**config.mk**
```make
export PLATFORM = sky130hd
export DESIGN_NAME = magnitude_sqrt_flat
export DESIGN_NICKNAME = d
export VERILOG_FILES = /design/src/rtl/magnitude_sqrt_pkg.sv /design/src/rtl/magnitude_sqrt_if.sv /design/src/rtl/magnitude_sqrt_step.sv /design/src/rtl/magnitude_sqrt.sv /design/src/flat_wrapper.sv
export SDC_FILE = /design/constraint.sdc
export NUM_CORES = 1
export LEC_CHECK = 0
export CORE_ASPECT_RATIO = 1.1
export CORE_MARGIN = 2
export CORE_UTILIZATION = 30
export CTS_BUF_LIST = sky130_fd_sc_hd__clkbuf_2
export DETAILED_ROUTE_END_ITERATION = 16
export HOLD_SLACK_MARGIN = 0.03
export SLEW_MARGIN = 40
export SYNTH_ARGS = -nofsm -noshare
export SYNTH_HDL_FRONTEND = slang
export SYNTH_HIERARCHICAL = 1
export SYNTH_SLANG_ARGS = --single-unit
```
**constraint.sdc**
```tcl
create_clock -name clk -period 6.95 [get_ports clk]
set_clock_uncertainty 0.15 [all_clocks]
set_input_delay 1.39 -clock clk [delete_from_list [all_inputs] [get_ports clk]]
set_output_delay 1.39 -clock clk [all_outputs]
set_load 0.02 [all_outputs]
```
**src/rtl/magnitude_sqrt_pkg.sv**
```systemverilog
// Shared constants and FSM state type for the magnitude square-root stage.
package mag_pkg;

  localparam int MAG_IN_W  = 17;
  localparam int MAG_OUT_W = (MAG_IN_W + 1) / 2;

  typedef enum logic [1:0] {
    IDLE,
    CALC,
    DONE
  } mag_sqrt_state_t;

endpackage

```
**src/rtl/magnitude_sqrt_if.sv**
```systemverilog
// Valid/ready handshake bundle: radicand in, root/remainder out.
interface magnitude_sqrt_if
  import mag_pkg::*;
#(
  parameter int IN_W  = MAG_IN_W,
  parameter int OUT_W = (IN_W + 1) / 2
) ();

  logic [IN_W-1:0]  in_data;
  logic             in_valid;
  logic             in_ready;
  logic [OUT_W-1:0] out_root;
  logic [OUT_W:0]   out_rem;
  logic             out_valid;
  logic             out_ready;

  // master is the surrounding pipeline (producer and consumer), slave is the sqrt block
  modport master (
    output in_data, in_valid, out_ready,
    input  in_ready, out_root, out_rem, out_valid
  );

  modport slave (
    input  in_data, in_valid, out_ready,
    output in_ready, out_root, out_rem, out_valid
  );

endinterface

```
**src/rtl/magnitude_sqrt_step.sv**
```systemverilog
// One digit-recurrence step of the integer square root: resolves one root bit.
module sqrt_step
  import mag_pkg::*;
#(
  parameter int OUT_W = MAG_OUT_W
) (
  input  logic [OUT_W+1:0] i_rem,
  input  logic [OUT_W-1:0] i_root,
  input  logic [1:0]       i_bits,
  output logic [OUT_W+1:0] o_rem_next,
  output logic [OUT_W-1:0] o_root_next
);

  logic [OUT_W+3:0] w_shift;
  logic [OUT_W+1:0] w_trial;
  logic [OUT_W+1:0] w_diff;
  logic             w_ge;

  // Compare at full width so a wide shifted remainder can never alias low.
  assign w_shift = {i_rem, i_bits};
  assign w_trial = {i_root, 2'b01};
  assign w_ge    = (w_shift >= {2'b00, w_trial});
  assign w_diff  = w_shift[OUT_W+1:0] - w_trial;

  assign o_rem_next  = w_ge ? w_diff : w_shift[OUT_W+1:0];
  assign o_root_next = {i_root[OUT_W-2:0], w_ge};

endmodule

```
**src/rtl/magnitude_sqrt.sv**
```systemverilog
// Sequential integer square root, one result bit per enabled clock.
// Define MAG_SQRT_ROUND_EN to round out_root to nearest instead of floor.
module magnitude_sqrt
  import mag_pkg::*;
#(
  parameter int IN_W  = MAG_IN_W,
  parameter int OUT_W = (IN_W + 1) / 2
) (
  input  logic             clk,
  input  logic             rst,
  input  logic             ena,
  magnitude_sqrt_if.slave  s_if
);

  localparam int RAD_W = 2 * OUT_W;
  localparam int CNT_W = $clog2(OUT_W + 1);

  mag_sqrt_state_t  r_state;
  logic [RAD_W-1:0] r_rad;
  logic [OUT_W-1:0] r_root;
  logic [OUT_W+1:0] r_rem;
  logic [CNT_W-1:0] r_cnt;
  logic             r_in_ready;
  logic             r_out_valid;
  logic [OUT_W-1:0] r_out_root;
  logic [OUT_W:0]   r_out_rem;

  logic [OUT_W+1:0] w_rem_next;
  logic [OUT_W-1:0] w_root_next;
  logic [OUT_W-1:0] w_final_root;

  sqrt_step #(.OUT_W(OUT_W)) u_step (
    .i_rem       (r_rem),
    .i_root      (r_root),
    .i_bits      (r_rad[RAD_W-1 -: 2]),
    .o_rem_next  (w_rem_next),
    .o_root_next (w_root_next)
  );

`ifdef MAG_SQRT_ROUND_EN
  // x - r^2 > r means sqrt(x) lies above r + 0.5, so round up (saturating).
  always_comb begin
    w_final_root = w_root_next;
    if ((w_rem_next > {2'b00, w_root_next}) && (w_root_next != '1))
      w_final_root = w_root_next + OUT_W'(1);
  end
`else
  assign w_final_root = w_root_next;
`endif

  always_ff @(posedge clk) begin
    if (rst) begin
      r_state     <= IDLE;
      r_rad       <= '0;
      r_root      <= '0;
      r_rem       <= '0;
      r_cnt       <= '0;
      r_in_ready  <= 1'b1;
      r_out_valid <= 1'b0;
      r_out_root  <= '0;
      r_out_rem   <= '0;
    end else if (ena) begin
      case (r_state)
        IDLE: begin
          if (s_if.in_valid) begin
            r_rad      <= RAD_W'(s_if.in_data);
            r_root     <= '0;
            r_rem      <= '0;
            r_cnt      <= CNT_W'(OUT_W - 1);
            r_in_ready <= 1'b0;
            r_state    <= CALC;
          end
        end
        CALC: begin
          r_rad  <= {r_rad[RAD_W-3:0], 2'b00};
          r_root <= w_root_next;
          r_rem  <= w_rem_next;
          r_cnt  <= r_cnt - CNT_W'(1);
          if (r_cnt == '0) begin
            r_out_root  <= w_final_root;
            r_out_rem   <= w_rem_next[OUT_W:0];
            r_out_valid <= 1'b1;
            r_state     <= DONE;
          end
        end
        DONE: begin
          if (s_if.out_ready) begin
            r_out_valid <= 1'b0;
            r_in_ready  <= 1'b1;
            r_state     <= IDLE;
          end
        end
        default: r_state <= IDLE;
      endcase
    end
  end

  assign s_if.in_ready  = r_in_ready;
  assign s_if.out_valid = r_out_valid;
  assign s_if.out_root  = r_out_root;
  assign s_if.out_rem   = r_out_rem;

endmodule

```
**src/flat_wrapper.sv**
```systemverilog
// flat-port wrapper written by rule: the top's interface ports become plain ports
module magnitude_sqrt_flat import mag_pkg::*;
#(
  parameter int IN_W  = MAG_IN_W,
  parameter int OUT_W = (IN_W + 1) / 2
)
  (clk, rst, ena, s_if_in_data, s_if_in_valid, s_if_out_ready, s_if_in_ready, s_if_out_root, s_if_out_rem, s_if_out_valid);
  magnitude_sqrt_if #(.IN_W(IN_W), .OUT_W(OUT_W)) s_if_i ();
  input  logic clk;
  input  logic rst;
  input  logic ena;
  input wire logic [$bits(s_if_i.in_data)-1:0] s_if_in_data;
  input wire logic [$bits(s_if_i.in_valid)-1:0] s_if_in_valid;
  input wire logic [$bits(s_if_i.out_ready)-1:0] s_if_out_ready;
  output wire logic [$bits(s_if_i.in_ready)-1:0] s_if_in_ready;
  output wire logic [$bits(s_if_i.out_root)-1:0] s_if_out_root;
  output wire logic [$bits(s_if_i.out_rem)-1:0] s_if_out_rem;
  output wire logic [$bits(s_if_i.out_valid)-1:0] s_if_out_valid;
  assign s_if_i.in_data = s_if_in_data;
  assign s_if_i.in_valid = s_if_in_valid;
  assign s_if_i.out_ready = s_if_out_ready;
  assign s_if_in_ready = s_if_i.in_ready;
  assign s_if_out_root = s_if_i.out_root;
  assign s_if_out_rem = s_if_i.out_rem;
  assign s_if_out_valid = s_if_i.out_valid;
  magnitude_sqrt #(.IN_W(IN_W), .OUT_W(OUT_W)) u_core (.clk(clk), .rst(rst), .ena(ena), .s_if(s_if_i));
endmodule
```
# Yosys cells after proc, flatten, opt, wreduce, memory -nomap -nowiden
# Cells that the tools add are included.
# word_totals
input_bits	22
register_bits	65
wordCells	46
# classes
reduce_logical	10
addsub	2
mux	19
n_lt_le_gt_ge	1
eq_ne	5
# op_table
op	count
$pmux 18 s2	1
$mux 11	2
$pmux 11 s2	1
$mux 18	1
$pmux 9 s2	1
$ge 13x11->1	1
$reduce_and 4->1	3
$sub 11x11->11	1
$mux 9	1
$pmux 4 s2	1
$mux 2	3
$pmux 2 s3	1
$reduce_and 3->1	2
$reduce_bool 2->1	3
$logic_not 4->1	1
$mux 1	4
$mux 4	1
$ne 2x2->1 const B	2
$pmux 1 s2	2
$sub 4x1->4 const B	1
$eq 2x1->1 const B	1
$eq 2x2->1 const B	1
$logic_not 2->1	1
$ne 2x1->1 const B	1

# Longest topological paths before layout
# Gate-level depths: netlist of run 1.
# logic_depth
word_depth	3
depth_mapped	11
ltp_nobuf	9

# Modules after synthesis
# Netlist of run 1, hierarchy kept.
# modules_own_cells
module	area_per_inst_um2	seq_area_each_um2	instances	cells_each
magnitude_sqrt	2687.6	1301.2	1	310
sqrt_step	815.8	0.0	1	102

# Least setup slack after synthesis of run 1
# Ideal clock, no wire load.
# synth_timing
path_type	register to register
from	reg u_core.r_root[6]
to	reg u_core.r_out_rem[3] (netlist: u_core/s_if.out_rem[3])
required_ns	6.668
arrival_ns	2.370
period_less_slack_ns	2.652
path_buffers	1
setup_ns	0.132
slack_ns	4.298
path_stages_with_launch	11
cell_sequence	dfxtp_1 -> inv_1 -> ha_1 -> and4_4 -> a41o_1 -> a2111oi_4 -> and3_4 -> buf_12 -> mux2_4 -> nand3_1 -> a21oi_1
# synth_via
elab_chain_cells	2
# synth_lines
item	line_no	source
start: declaration	magnitude_sqrt.sv:20	logic [OUT_W-1:0] r_root;
start signal: assignment	magnitude_sqrt.sv:76	r_root <= w_root_next;
$ge 13x11->1	magnitude_sqrt_step.sv:22	assign w_ge = (w_shift >= {2'b00, w_trial});
$mux 11	magnitude_sqrt_step.sv:25	assign o_rem_next = w_ge ? w_diff : w_shift[OUT_W+1:0];
named net u_core.w_rem_next[3]	magnitude_sqrt.sv:28	logic [OUT_W+1:0] w_rem_next;
end signal: assignment	magnitude_sqrt.sv:81	r_out_rem <= w_rem_next[OUT_W:0];
end: declaration	magnitude_sqrt.sv:26	logic [OUT_W:0] r_out_rem;
# The timed path passes the listed nets, and every way through them passes these cells.
# A chain may end at the register's enable or synchronous reset.

# Final worst setup path of run 1
# layout_timing
from	reg u_core.r_root[7]
to	reg u_core.r_out_rem[2] (netlist: u_core/s_if.out_rem[2])
# The elaborated chain is that of the path after synthesis.

==> flow_summary.json, run 1 <==
{
  "io_pins": 43,
  "worstHoldPathCells": 2,
  "port-buffer-count": 42,
  "worst_slew_pin_tran_ps": 786,
  "endpoint_kind": "flip-flop",
  "route.detailed.vias_per_inst": 5.19,
  "grt_pass1_wl_mm": 13.4,
  "core_mm2": 0.0114,
  "synth_cell_types": 59,
  "synth_area_leaders": "sky130_fd_sc_hd__dfxtp_1, sky130_fd_sc_hd__a21oi_1, sky130_fd_sc_hd__o21ai_0",
  "fmax_mhz": 323,
  "drt_pre_antenna_iters": 5,
  "clock_latency_on_the_worst_skew_pair_ps": 480,
  "syn_area_mm2": 0.00350,
  "synth_cells": 412,
  "core.rowCount": 41,
  "worstHoldPathType": "reg -> reg",
  "synth_edf_count": 0,
  "global_route_total_overflow": 0,
  "finalSetupTns_ps": 0,
  "syn_to_final_growth_pct": 15.1,
  "final-instance-count-excl-fill": 580,
  "path_cells": "inv_1 -> ha_1 -> and3_1 -> a41o_1 -> a2111oi_4 -> and3_4 -> mux2_2 -> nand3_1 -> a21oi_1",
  "layout.filler_cells": 1187,
  "grt_max_degree": 66,
  "ys_async_sr_fraction_pct": 0,
  "placedCellCount": 564,
  "final_layout_size_suffix_gt1_share_pct": 9.77,
  "drtIter0Drc": 193,
  "drc_markers": 0,
  "synth_top_flop_cell": "sky130_fd_sc_hd__dfxtp_1",
  "final_design_area_no_fill_mm2": 0.00403,
  "reg2reg_to": "u_core/s_if.out_rem[2]$_SDFFE_PP0P_",
  "antenna_cells_inserted": 0,
  "ctsHoldBuffers": 0,
  "leakage_nw": 1.48,
  "ant_nets": 0,
  "grt_antenna_before_repair": 0,
  "cts_buffer_depth": 2,
  "cts.clk_slew.worst_paths_ps": 180,
  "first_global_vias": 2738,
  "drt_wl_total_mm": 8.16,
  "worst-setup-path-type": "reg -> reg",
  "slew_viol_final": 0,
  "setup_bufs_post_cts": 0,
  "cts_num_sinks": 65,
  "num_vias": 3009,
  "yosysSeqAreaShare_pct": 37.1,
  "route.detailed.wl_per_inst_um": 14.1,
  "r2r_start": "u_core/r_root[7]$_SDFFE_PP0P_",
  "syn-num-nets": 447,
  "setup_violations": 0,
  "synth.top_cell.area_share_pct": 37.1,
  "syn-mean-instance-area_um2": 8.50,
  "final_period_minus_worst_setup_slack_ps": 3090,
  "synth_warnings": 6,
  "cts_buffers": 9,
  "finalHoldViolations": 0,
  "worst_ep_required_time_ps": 7160,
  "worst_path_max_fanout": 11,
  "gpl.final_weighted_congestion": 0.794,
  "run_status": "completed",
  "critical-path-slowest-cell": "sky130_fd_sc_hd__a2111oi_4",
  "gr-usage-all-layers_pct": 13.1,
  "floorplan.initialDensity_pct": 30.6,
  "die-width_um": 107,
  "cts.root.buffer_cell": "sky130_fd_sc_hd__clkbuf_2",
  "maxCapViolations": 0,
  "final_net_count": 460,
  "finalCritPeriodShare_pct": 44.5,
  "worst_setup_path_start_kind": "flip-flop",
  "dieHeight_um": 117,
  "ctsResizeCount": 0,
  "setup_repair_after_global_routing_missed_its_margin": "false",
  "dp_hpwl_mm": 5.57,
  "placement.cell_area_mm2": 0.00390,
  "hold_path.startpoint": "u_core/r_rad[15]$_SDFFE_PP0P_",
  "finalPower_mw": 0.942,
  "endpoint_arrival_time_on_the_critical_path_ps": 3310,
  "p_per_area_mw_per_mm2": 234,
  "cts_tree": "built",
  "vdd_drop_max_uv": 96.8,
  "worst_hold_path.endpoint": "u_core/r_rad[17]$_SDFFE_PP0P_",
  "die_area_mm2": 0.0126,
  "worstRegToRegCells": 9,
  "crit_path_largest_cell_delay_ps": 480,
  "htree_levels": 3,
  "slew_headroom_pct": 47.5,
  "regToRegSetupSlack_ps": 3860,
  "register_bit_count_reported_by_yosys": 65,
  "synth_area_leader_cell": "sky130_fd_sc_hd__dfxtp_1"
}
-- worst max path at each step --
stage / slack, ps / end / depth (start not counted) / start
after global routing: 3740 / u_core/r_rem[2]$_SDFFE_PP0P_ / 9 / u_core/r_root[7]$_SDFFE_PP0P_
after global placement: 3400 / u_core/r_cnt[0]$_SDFFE_PP0P_ / 4 / s_if_in_valid
after detailed placement: 3620 / u_core/r_rad[3]$_SDFFE_PP0P_ / 4 / ena
after floorplan: 4300 / u_core/s_if.out_rem[3]$_SDFFE_PP0P_ / 10 / u_core/r_root[6]$_SDFFE_PP0P_
after CTS: 3870 / s_if_out_valid / 1 / u_core/s_if.out_valid$_SDFFE_PP0P_
final: 3860 / u_core/s_if.out_rem[2]$_SDFFE_PP0P_ / 9 / u_core/r_root[7]$_SDFFE_PP0P_
-- per-stage QoR --
stage               util, %  hold WS [ps]  setup WS [ps]
global route           35.3           336           3740
detailed placement     34.1           301           3620
finish                 35.3           303           3860
CTS                    35.3           305           3870
floorplan                 -           282           4300
global placement       33.9           297           3400
-- report_power, final --
group	internal, mW	switching [mW]	leakage, nW
Combinational	0.126	0.149	0.862
Sequential	0.392	0.0149	0.528
Clock	0.122	0.138	0.0863
-- state kept, by name (all words and copies together), names as in the netlist --
name,count
u_core/r_cnt,4
u_core/r_rad,18
u_core/r_rem,11
u_core/r_root,9
u_core/r_state,2
u_core/s_if.in_ready,1
u_core/s_if.out_rem,10
u_core/s_if.out_root,9
u_core/s_if.out_valid,1
-- synth_stat cells (3+ instances only) --
library cell / count
sky130_fd_sc_hd__a211oi_1: 20
sky130_fd_sc_hd__a21oi_1: 67
sky130_fd_sc_hd__buf_2: 10
sky130_fd_sc_hd__buf_4: 11
sky130_fd_sc_hd__clkbuf_1: 17
sky130_fd_sc_hd__dfxtp_1: 65
sky130_fd_sc_hd__ha_1: 13
sky130_fd_sc_hd__inv_1: 17
sky130_fd_sc_hd__mux2_4: 5
sky130_fd_sc_hd__mux2i_1: 16
sky130_fd_sc_hd__nand2_1: 26
sky130_fd_sc_hd__nand2b_1: 4
sky130_fd_sc_hd__nand3_1: 22
sky130_fd_sc_hd__nand3b_1: 3
sky130_fd_sc_hd__nor2_1: 9
sky130_fd_sc_hd__o21ai_0: 45
sky130_fd_sc_hd__o21ai_1: 3
sky130_fd_sc_hd__xnor2_1: 4
sky130_fd_sc_hd__xor2_1: 3
-- cell usage in the layout (no fill, tap or decap), types with 3 or more instances in the layout --
cell	n
sky130_fd_sc_hd__clkdlybuf4s50_1	41
sky130_fd_sc_hd__nand3b_1	3
sky130_fd_sc_hd__xnor2_1	4
sky130_fd_sc_hd__nand2b_1	3
sky130_fd_sc_hd__ha_1	13
sky130_fd_sc_hd__nand2_1	26
sky130_fd_sc_hd__inv_1	17
sky130_fd_sc_hd__xor2_1	3
sky130_fd_sc_hd__nor2_1	8
sky130_fd_sc_hd__mux2i_1	16
sky130_fd_sc_hd__clkbuf_2	11
sky130_fd_sc_hd__nand3_1	22
sky130_fd_sc_hd__a21oi_1	67
sky130_fd_sc_hd__o21ai_1	3
sky130_fd_sc_hd__mux2_4	5
sky130_fd_sc_hd__dfxtp_1	65
sky130_fd_sc_hd__o21ai_0	45
sky130_fd_sc_hd__a211oi_1	20
-- critical path, delay by kind of cell (launching register included) --
family	cells	cell delay (ps)
AOI/OAI and AO/OA	3	820
and+or+nand+nor	3	730
DFF	1	450
muxes	1	390
adders and majority gates	1	380
buffers and inverters	1	70
-- cell families (layout without fill, tap and decap cells) --
| family | after synthesis | after routing | share of synthesized area, % |
|---|---|---|---|
| mux | 22 | 22 | 7.04 |
| fa+ha+maj | 13 | 13 | 4.64 |
| compound gates | 159 | 159 | 27.0 |
| xor+xnor | 7 | 7 | 1.75 |
| simple gates | 87 | 87 | 13.6 |
| buf+inv | 59 | 77 | 8.79 |
| flops | 65 | 65 | 37.1 |
-- layer usage --
metal	track usage, %	share of wire, %	wire length, um
met1	16.9	45	3700
met2	21.0	49	3980
met3	3.34	4.1	331
met4	4.55	1.8	146
met5	0	0	0
-- final cells by class --
| cell class | count | area (um^2) | area share (%) |
|---|---|---|---|
| Clock buffer | 11 | 55.1 | 1.37 |
| Inverter | 17 | 63.8 | 1.58 |
| Multi-Input combinational cell | 288 | 1920 | 47.5 |
| Clock inverter | 5 | 78.8 | 1.95 |
| Tap cell | 150 | 188 | 4.65 |
| Sequential cell | 65 | 1300 | 32.3 |
| Timing Repair Buffer | 44 | 430 | 10.7 |
(Power assumes the default switching activity.)
==> inputs of run 2 (changes only) <==
==> constraint.sdc (replaced) <==
create_clock -name clk -period 2.8 [get_ports clk]
set_clock_uncertainty 0.15 [all_clocks]
set_input_delay 0.56 -clock clk [delete_from_list [all_inputs] [get_ports clk]]
set_output_delay 0.56 -clock clk [all_outputs]
set_load 0.02 [all_outputs]
==> run 2 against run 1 <==
Die area is the same. Count of clock-buffer cells in the layout shrank 2. Critical path depth grew 2. Non-clock buffer count grew 16. Utilization grew 1.3 points. Clock power grew 120%. Global-route usage grew 1.7 points. Sequential power grew 150%. Flip-flop and latch count is the same. Largest power group unchanged. Highest routed layer unchanged.
==> flow_summary.json, run 2 (synthesized netlist as in run 1, its figures left out) <==
{
  "final_period_minus_worst_setup_slack_ps": 2680,
  "regMostFlops": "u_core/r_rad",
  "clock_latency_on_the_worst_skew_pair_ps": 530,
  "maxCapViolations": 0,
  "layout.filler_cells": 1176,
  "die-width_um": 107,
  "finish.utilization_pct": 36.5,
  "grt_antenna_before_repair": 0,
  "worst_ep_required_time_ps": 3100,
  "route.detailed.wl_per_inst_um": 15.1,
  "largest_register_ff_count": 18,
  "core.rowCount": 41,
  "slew_viol_final": 0,
  "timing.final.ws_setup_ps": 123,
  "worst_slew_pin_tran_ps": 671,
  "worstHoldPathType": "reg -> reg",
  "htree_levels": 3,
  "finalSetupTns_ps": 0,
  "worstRegToRegCells": 11,
  "fmax_mhz": 374,
  "vdd_drop_max_uv": 244,
  "final_common_cell": "sky130_fd_sc_hd__a21oi_1",
  "finalHoldViolations": 0,
  "setup_violations": 0,
  "drt_pre_antenna_iters": 4,
  "multiInputGateArea_mm2": 0.00193,
  "cts_tree": "built",
  "dp_hpwl_mm": 6.04,
  "worst-setup-path-type": "reg -> reg",
  "gpl.final_weighted_congestion": 0.885,
  "met3_global_route_usage_pct": 3.00,
  "drt_wl_total_mm": 9.01,
  "grt_max_degree": 40,
  "route.detailed.vias_per_inst": 5.27,
  "layout.cells.most_common_list": "sky130_fd_sc_hd__a21oi_1, sky130_fd_sc_hd__dfxtp_1, sky130_fd_sc_hd__o21ai_0, sky130_fd_sc_hd__clkdlybuf4s50_1, sky130_fd_sc_hd__nand2_1",
  "use_met1_pct": 19.4,
  "finalCritPeriodShare_pct": 95.6,
  "floorplan.initialDensity_pct": 30.6,
  "ant_nets": 0,
  "p_per_area_mw_per_mm2": 554,
  "gr-usage-all-layers_pct": 14.7,
  "cts_buffer_depth": 2,
  "port-buffer-count": 42,
  "run_status": "completed",
  "antenna_cells_inserted": 0,
  "seq_area_mm2": 0.00131,
  "worstHoldPathCells": 2,
  "cts_buffers": 9,
  "num_vias": 3145,
  "final_layout_size_suffix_gt1_share_pct": 14.3,
  "io_pins": 43,
  "gr-usage-met2_pct": 23.4,
  "die_area_mm2": 0.0126,
  "drtIter0Drc": 221,
  "grt_pass1_wl_mm": 14.9,
  "leakage_nw": 1.54,
  "cts_num_sinks": 65,
  "drc_markers": 0,
  "cts.root.buffer_cell": "sky130_fd_sc_hd__clkbuf_2",
  "dieHeight_um": 117,
  "global_route_total_overflow": 0,
  "finalPower_mw": 2.32,
  "core_mm2": 0.0114,
  "worst_setup_path_start_kind": "flip-flop",
  "first_global_vias": 3021,
  "worst_path_max_fanout": 4,
  "syn_to_final_growth_pct": 19.3,
  "endpoint_kind": "flip-flop",
  "final_net_count": 477,
  "placement.setup.worst_slack_ps": 101,
  "cts.clk_slew.worst_paths_ps": 200,
  "grt.busiest_layer": "met2",
  "endpoint_arrival_time_on_the_critical_path_ps": 2980,
  "slew_headroom_pct": 55.3
}
-- run 2: cell types whose count changed in the layout (fill, tap and decap cells not counted), moves of 2 or more --
cell                         previous run  this run
sky130_fd_sc_hd__buf_12                 0         2
sky130_fd_sc_hd__buf_4                  2        16
sky130_fd_sc_hd__clkbuf_2              11         9
sky130_fd_sc_hd__clkinvlp_4             0         3
sky130_fd_sc_hd__dfxtp_1               65        59
sky130_fd_sc_hd__dfxtp_2                0         6
-- run 2: stage by stage --
| step | area (um^2) | hold slack [ps] | instances |
|---|---|---|---|
| after global routing | 4180 | 360 | 597 |
| after floorplan | 3500 | 282 | 412 |
| final | 4180 | 330 | 597 |
| after CTS | 4140 | 341 | 595 |
| after detailed placement | 4030 | 296 | 579 |
| after global placement | 4020 | 293 | 579 |
-- run 2: worst max-delay path: stages, from the launching register on --
cell	delay, ps
sky130_fd_sc_hd__dfxtp_2	390
sky130_fd_sc_hd__inv_1	50
sky130_fd_sc_hd__ha_1	290
sky130_fd_sc_hd__and4_4	190
sky130_fd_sc_hd__a41o_1	270
sky130_fd_sc_hd__a2111oi_4	390
sky130_fd_sc_hd__buf_4	200
sky130_fd_sc_hd__a2111oi_0	60
sky130_fd_sc_hd__a221oi_1	240
sky130_fd_sc_hd__buf_4	180
sky130_fd_sc_hd__nand3_1	70
sky130_fd_sc_hd__a21oi_1	120
-- run 2: layout make-up --
class | instances | share of cell area [%]
clock inverters | 7 | 1.68
multi-input cells | 289 | 46.2
clock buffers | 9 | 1.08
well taps | 150 | 4.49
repair buffers | 60 | 13.8
flip-flops and latches | 65 | 31.3
inverters | 17 | 1.53
-- run 2: final timing paths --
kind,startpoint,endpoint,slack [ps]
setup / recovery,u_core/r_root[4]$_SDFFE_PP0P_,u_core/s_if.out_rem[9]$_SDFFE_PP0P_,120
hold / removal,u_core/r_root[0]$_SDFFE_PP0P_,u_core/r_root[1]$_SDFFE_PP0P_,330
setup reg to reg,u_core/r_root[4]$_SDFFE_PP0P_,u_core/s_if.out_rem[9]$_SDFFE_PP0P_,120
hold reg to reg,u_core/r_root[0]$_SDFFE_PP0P_,u_core/r_root[1]$_SDFFE_PP0P_,330
-- run 2: power breakdown --
group / switching (mW) / internal, mW
Clock: 0.363 / 0.203
Sequential: 0.0370 / 0.973
Combinational: 0.391 / 0.351
-- run 2: per-layer routing --
metal,vias up,routed length [um]
met3,17,310
met5,-,0
met4,0,191
li1,1541,-
met1,1527,4240
met2,60,4270
-- run 2: timing repair --
item	4_1_cts	5_1_grt
setup buffers	0	1
resized for setup	0	8
setup endpoints to repair	0	17
hold buffers	0	0
